**config.mk**
```make
export PLATFORM = sky130hd
export DESIGN_NAME = ghash_stream_flat
export DESIGN_NICKNAME = d
export VERILOG_FILES = /design/src/rtl/ghash_stream_if.sv /design/src/rtl/ghash_stream.sv /design/src/flat_wrapper.sv
export SDC_FILE = /design/constraint.sdc
export NUM_CORES = 2
export LEC_CHECK = 0
export CAP_MARGIN = 0
export CORE_ASPECT_RATIO = 1.1
export CORE_MARGIN = 1.5
export CORE_UTILIZATION = 60
export CTS_BUF_LIST = sky130_fd_sc_hd__clkbuf_4 sky130_fd_sc_hd__clkbuf_8
export DETAILED_ROUTE_END_ITERATION = 7
export GPL_ROUTABILITY_DRIVEN = 0
export GPL_TIMING_DRIVEN = 0
export PLACE_DENSITY = 0.88
export SLEW_MARGIN = 20
export SYNTH_ARGS = -nofsm -noshare
export SYNTH_HDL_FRONTEND = slang
export SYNTH_SLANG_ARGS = --single-unit
export TNS_END_PERCENT = 20
```
**constraint.sdc**
```tcl
create_clock -name clk -period 61.1 [get_ports clk]
set_clock_uncertainty 0.1 [all_clocks]
set_input_delay 6.11 -clock clk [delete_from_list [all_inputs] [get_ports clk]]
set_output_delay 6.11 -clock clk [all_outputs]
set_load 0.01 [all_outputs]
```
**src/rtl/ghash_stream_if.sv**
```systemverilog
// ghash_stream_if: key load, input FIFO pop and output FIFO push bundle.
// slave = GHASH engine side, master = producer/consumer side.
interface ghash_stream_if;
   logic [127:0] hKey;
   logic         keyReady;
   logic         keyUsed;
   logic         rxEmpty;
   logic [127:0] rxData;
   logic         rxLast;
   logic         rxPop;
   logic         txFull;
   logic [127:0] txData;
   logic         txPush;
   logic         busy;

   modport slave (
      input  hKey, keyReady, rxEmpty, rxData, rxLast, txFull,
      output keyUsed, rxPop, txData, txPush, busy
   );

   modport master (
      output hKey, keyReady, rxEmpty, rxData, rxLast, txFull,
      input  keyUsed, rxPop, txData, txPush, busy
   );
endinterface

```
**src/rtl/ghash_stream.sv**
```systemverilog
// ghash_stream: digit-serial GHASH, Y_i = (Y_{i-1} ^ X_i) * H in GF(2^128).
// Ports: clk, rst (async, active high), gs (key / rx pop / tx push bundle).
module ghash_stream #(
   parameter int DIGIT = 8
) (
   input  logic           clk,
   input  logic           rst,
   ghash_stream_if.slave  gs
);

   localparam int NDIG = 128 / DIGIT;
   localparam logic [7:0] CNT_LAST = 8'(NDIG - 1);
   // Reduction constant in GCM bit order (bit 127 = x^0).
   localparam logic [127:0] R = {8'he1, 120'd0};
   localparam bit LEGAL = (DIGIT == 1) || (DIGIT == 2) ||
                          (DIGIT == 4) || (DIGIT == 8) ||
                          (DIGIT == 16) || (DIGIT == 32) ||
                          (DIGIT == 64) || (DIGIT == 128);

   if (!LEGAL) begin : g_bad_digit
      $error("ghash_stream: illegal DIGIT %0d", DIGIT);
   end

   typedef enum logic [1:0] {
      NOKEY,
      READY,
      MULT,
      OUT
   } state_t;

   state_t state, state_nx;

   logic [127:0] h, y, z, v, x, tx_data;
   logic [127:0] z_nx, v_nx;
   logic [7:0]   cnt;
   logic         last, busy_q;
   logic         key_ld, pop, push, fin;

   always_ff @(posedge clk or posedge rst) begin
      if (rst) state <= NOKEY;
      else     state <= state_nx;
   end

   always_comb begin
      state_nx = state;
      key_ld   = 1'b0;
      pop      = 1'b0;
      push     = 1'b0;
      fin      = (cnt == CNT_LAST);
      unique case (state)
         NOKEY: begin
            if (gs.keyReady) begin
               key_ld   = 1'b1;
               state_nx = READY;
            end
         end
         READY: begin
            // A pending key wins over a pending block.
            if (gs.keyReady) begin
               key_ld = 1'b1;
            end else if (!gs.rxEmpty) begin
               pop      = 1'b1;
               state_nx = MULT;
            end
         end
         MULT: begin
            if (fin) state_nx = last ? OUT : READY;
         end
         OUT: begin
            if (!gs.txFull) begin
               push     = 1'b1;
               state_nx = READY;
            end
         end
         default: state_nx = NOKEY;
      endcase
   end

   // DIGIT bits of X per cycle, x^0 coefficient first.
   always_comb begin
      z_nx = z;
      v_nx = v;
      for (int j = 0; j < DIGIT; j++) begin
         if (x[127-j]) z_nx = z_nx ^ v_nx;
         v_nx = v_nx[0] ? ((v_nx >> 1) ^ R) : (v_nx >> 1);
      end
   end

   always_ff @(posedge clk or posedge rst) begin
      if (rst) begin
         h       <= '0;
         y       <= '0;
         z       <= '0;
         v       <= '0;
         x       <= '0;
         cnt     <= '0;
         last    <= 1'b0;
         tx_data <= '0;
         busy_q  <= 1'b0;
      end else begin
         if (key_ld) h <= gs.hKey;
         if (pop) begin
            x      <= y ^ gs.rxData;
            last   <= gs.rxLast;
            z      <= '0;
            v      <= h;
            cnt    <= '0;
            busy_q <= 1'b1;
         end
         if (state == MULT) begin
            z   <= z_nx;
            v   <= v_nx;
            x   <= x << DIGIT;
            cnt <= cnt + 8'd1;
            if (fin) begin
               y <= z_nx;
               // Result is presented for the whole OUT wait.
               if (last) tx_data <= z_nx;
            end
         end
         if (push) begin
            y      <= '0;
            busy_q <= 1'b0;
         end
      end
   end

   assign gs.keyUsed = key_ld & ~rst;
   assign gs.rxPop   = pop & ~rst;
   assign gs.txPush  = push & ~rst;
   assign gs.txData  = tx_data;
   assign gs.busy    = busy_q;

endmodule

```
**src/flat_wrapper.sv**
```systemverilog
// flat-port wrapper written by rule: the top's interface ports become plain ports
module ghash_stream_flat 
#(
   parameter int DIGIT = 8
)
  (clk, rst, gs_hKey, gs_keyReady, gs_rxEmpty, gs_rxData, gs_rxLast, gs_txFull, gs_keyUsed, gs_rxPop, gs_txData, gs_txPush, gs_busy);
  ghash_stream_if gs_i ();
  input  logic clk;
  input  logic rst;
  input wire logic [$bits(gs_i.hKey)-1:0] gs_hKey;
  input wire logic [$bits(gs_i.keyReady)-1:0] gs_keyReady;
  input wire logic [$bits(gs_i.rxEmpty)-1:0] gs_rxEmpty;
  input wire logic [$bits(gs_i.rxData)-1:0] gs_rxData;
  input wire logic [$bits(gs_i.rxLast)-1:0] gs_rxLast;
  input wire logic [$bits(gs_i.txFull)-1:0] gs_txFull;
  output wire logic [$bits(gs_i.keyUsed)-1:0] gs_keyUsed;
  output wire logic [$bits(gs_i.rxPop)-1:0] gs_rxPop;
  output wire logic [$bits(gs_i.txData)-1:0] gs_txData;
  output wire logic [$bits(gs_i.txPush)-1:0] gs_txPush;
  output wire logic [$bits(gs_i.busy)-1:0] gs_busy;
  assign gs_i.hKey = gs_hKey;
  assign gs_i.keyReady = gs_keyReady;
  assign gs_i.rxEmpty = gs_rxEmpty;
  assign gs_i.rxData = gs_rxData;
  assign gs_i.rxLast = gs_rxLast;
  assign gs_i.txFull = gs_txFull;
  assign gs_keyUsed = gs_i.keyUsed;
  assign gs_rxPop = gs_i.rxPop;
  assign gs_txData = gs_i.txData;
  assign gs_txPush = gs_i.txPush;
  assign gs_busy = gs_i.busy;
  ghash_stream #(.DIGIT(DIGIT)) u_core (.clk(clk), .rst(rst), .gs(gs_i));
endmodule
```
==> summary.txt <==
Run status
  – Outcome: completed

Floorplan
  – I/O Pins: roughly 390
  – Die Span Y: ~300 um
  – Core area: ~78000 um^2
  – Starting Density: 0.607
  – # rows: 107
  – Die X: approximately 270 um
  – Die area: 80200 um^2

Route
  – DRT iter0 DRCs: between 5000 and 6000
  – Vias: approximately 40000
  – Residual DRC: 0
  – Antenna Violating Nets Remaining: 0
  – Vias per cell: a little over 6
  – Pre-antenna DRT Iters: 8
  – Final wirelength: 154000 um
  – Drt wl/cell: approximately 23 um

Worst setup path
  – Worst-path fanout max: 10
  – Cell count of the worst reg-to-reg path: 9
  – Minimum setup slack among reg-to-reg paths: 56520 ps
  – CP Data Arrival Time: around 9200 ps
  – Crit path required time: roughly 55000 ps
  – Worst Setup Path Type: input port to output port
  – Worst R2R End: u_core.v[125]
  – Max incr delay on CP: approximately 670 ps
  – Setup crit end kind: output port
  – Slowest stage cell, crit path: clkbuf_1
  – FF-to-FF Start: u_core.state[0]
  – CP startpoint kind: input port
  – CP Cell Sequence: clkdlybuf4s50_1 > nor2_1 > nand2_1 > clkbuf_1 > buf_1 > nor2_1 > clkdlybuf4s50_1

Clocking
  – CTS Buf Count: 121
  – Postcts setup bufs: 0
  – Hold_buf cts: 0
  – H-tree levels: 3
  – Clk Latency, worst-skew pair: 800 ps
  – CTS tree: built
  – CTS clk-pin slew, worst paths: 70 ps
  – Num Clock Sinks: 780
  – Root buffer cell: clkbuf_8
  – CTS max path bufs: 3
  – Resized cells post-CTS: 0

Synthesis
  – Synth area leaders: dfrtp_1, xnor2_1, nand2_1
  – Adder-cell area share of the yosys netlist: 0.00159
  – Area share of the largest cell type after synthesis: 0.414
  – Post-synth EDFFs: 0
  – Main combinational cell family by area after synthesis: XOR/XNOR gates
  – Yosys warning count: 0
  – Post-synthesis sequential area ratio: 0.414
  – Distinct cells, synth: 47
  – Post-synth top area cell: dfrtp_1
  – Post-Synth XOR/XNOR Area: 0.233
  – Mux cell area share after synthesis: 0.0886
  – Net Count, Synth: 5337
  – Post-synthesis register bit count: 780
  – Synth async-reset ratio: 1.00
  – Syn avg cell area: slightly above 9 um^2
  – Mapped Cells: between 5000 and 6000
  – Synth Area in Compound Gates: 0.0838
  – Synthesized area: around 47000 um^2
  – Main synth FF type: dfrtp_1
  – Synth Area in Simple Gates: 0.138

Final layout
  – Area Growth Syn to Fin: 17.6%
  – Most frequent cells in the layout: nand2_1, dfrtp_1, xnor2_1
  – Commonest non-fill, non-tap cell in the layout: nand2_1
  – Nets: 5861
  – Share of post-route cells with drive strength above 1: 0.105

GRT
  – Largest net degree at the start of global routing: between 100 and 150
  – First-pass GRT wire length: between 200000 and 250000 um
  – Initial antenna violation count: 7
  – Gr usage total: 0.376
  – Vias in the first global route: 40585
  – Grt ovf: 0

Min path
  – Hold path cells: 2
  – Worst Hold End: u_core.x[69]
  – Worst min-delay path class: flop to flop
  – Hold Startpoint: u_core.x[61]

Pwr
  – Static Leak: roughly 24 nW
  – PwrDens: roughly 19 nW/um^2
  – Worst vdd ir: 0.0000246 V

STA
  – Worst Tran Pin Value: approximately 1300 ps
  – Relative slew slack: 0.137
  – Setup Viol. Count Final: 0
  – Slew Limit Fails: 0
  – Final worst setup slack: ~46000 ps
  – RSZ-0062 raised after global routing: false
  – Max Fclk: 0.0650 GHz
  – Final Cycle Share: 0.252
  – Setup_tns: 0 ps
  – Fin crit period: approximately 15000 ps
  – Final Hold Fails: 0

Place
  – Setup WS pre-CTS: approximately 46000 ps
  – Hpwl dp: 109000 um
  – Port bufs: between 300 and 400

Flow run
  – Max_cap viols: 0
[cell families after synthesis]
logic type | count (synthesis)
fa+ha+maj | 6
compound gates | 678
xor+xnor | 1049
simple gates | 1712
mux | 386
flops | 780
buf+inv | 458
[power breakdown]
part           internal, mW  switching, mW  leakage, nW  total (mW)
Clock                 0.282          0.224         1.49       0.506
Sequential            0.517              0         10.5       0.517
Combinational        0.0190         0.0190         12.3      0.0380
[per-stage QoR]
step           utilization  power [mW]  hold slack, ps  cell area [um^2]  instances
5_1_grt              0.714        1.09             400             55400       6730
3_5_place_dp         0.677       0.564             365             52600       6505
6_report             0.714        1.06             379             55400       6730
2_1_floorplan            -       0.538             349             47100       5069
3_3_place_gp         0.674       0.563             357             52400       6497
4_1_cts              0.713        1.06             381             55400       6727
[layer usage]
metal	global-route usage	routed length, um
met2	0.584	69300
met5	0	24
met1	0.468	55100
met4	0.233	10900
met3	0.0999	19000
[how the worst max path moves through the flow]
stage | to | start | slack (ps)
floorplan | u_core.cnt[0] | rst | 32990
global placement | u_core.h[64] | rst | 24200
detailed placement | gs_rxPop | gs_rxEmpty | 45970
CTS | gs_rxPop | gs_keyReady | 45960
global route | gs_rxPop | gs_keyReady | 45690
finish | gs_rxPop | gs_rxEmpty | 45710
[sequential cells by signal, indices dropped and copies added (netlist names)]
signal,count
u_core.cnt,8
u_core.gs.busy,1
u_core.gs.txData,128
u_core.h,128
u_core.last,1
u_core.state,2
u_core.v,128
u_core.x,128
u_core.y,128
u_core.z,128
[synth_stat cells, drive strengths merged (3+ instances only)]
cell	n
mux2	249
a21oi	133
inv	11
ha	6
o21ai	390
nand3	7
xnor3	123
xor2	161
nor3	4
a22o	122
xor3	4
nor2	150
buf	148
a211oi	11
a21o	6
o22ai	5
nand2b	4
nand2	1533
clkbuf	299
dfrtp	780
and3	3
mux2i	137
xnor2	761
[critical path: cells and delay by family]
| family | cells | cell delay, ps |
|---|---|---|
| AND/OR/NAND/NOR | 3 | 750 |
| buffers and inverters | 4 | 2310 |
[layout make-up]
| type | instances | area, um^2 |
|---|---|---|
| Multi-Input combinational cell | 3831 | 25700 |
| Fill cell | 5454 | 22200 |
| Sequential cell | 780 | 19500 |
| Timing Repair Buffer | 401 | 4150 |
| Clock buffer | 188 | 2420 |
| Buffer | 447 | 1870 |
| Tap cell | 1035 | 1290 |
| Clock inverter | 34 | 392 |
| Inverter | 11 | 48.8 |
| Antenna cell | 3 | 7.51 |
(Power assumes the default switching activity.)
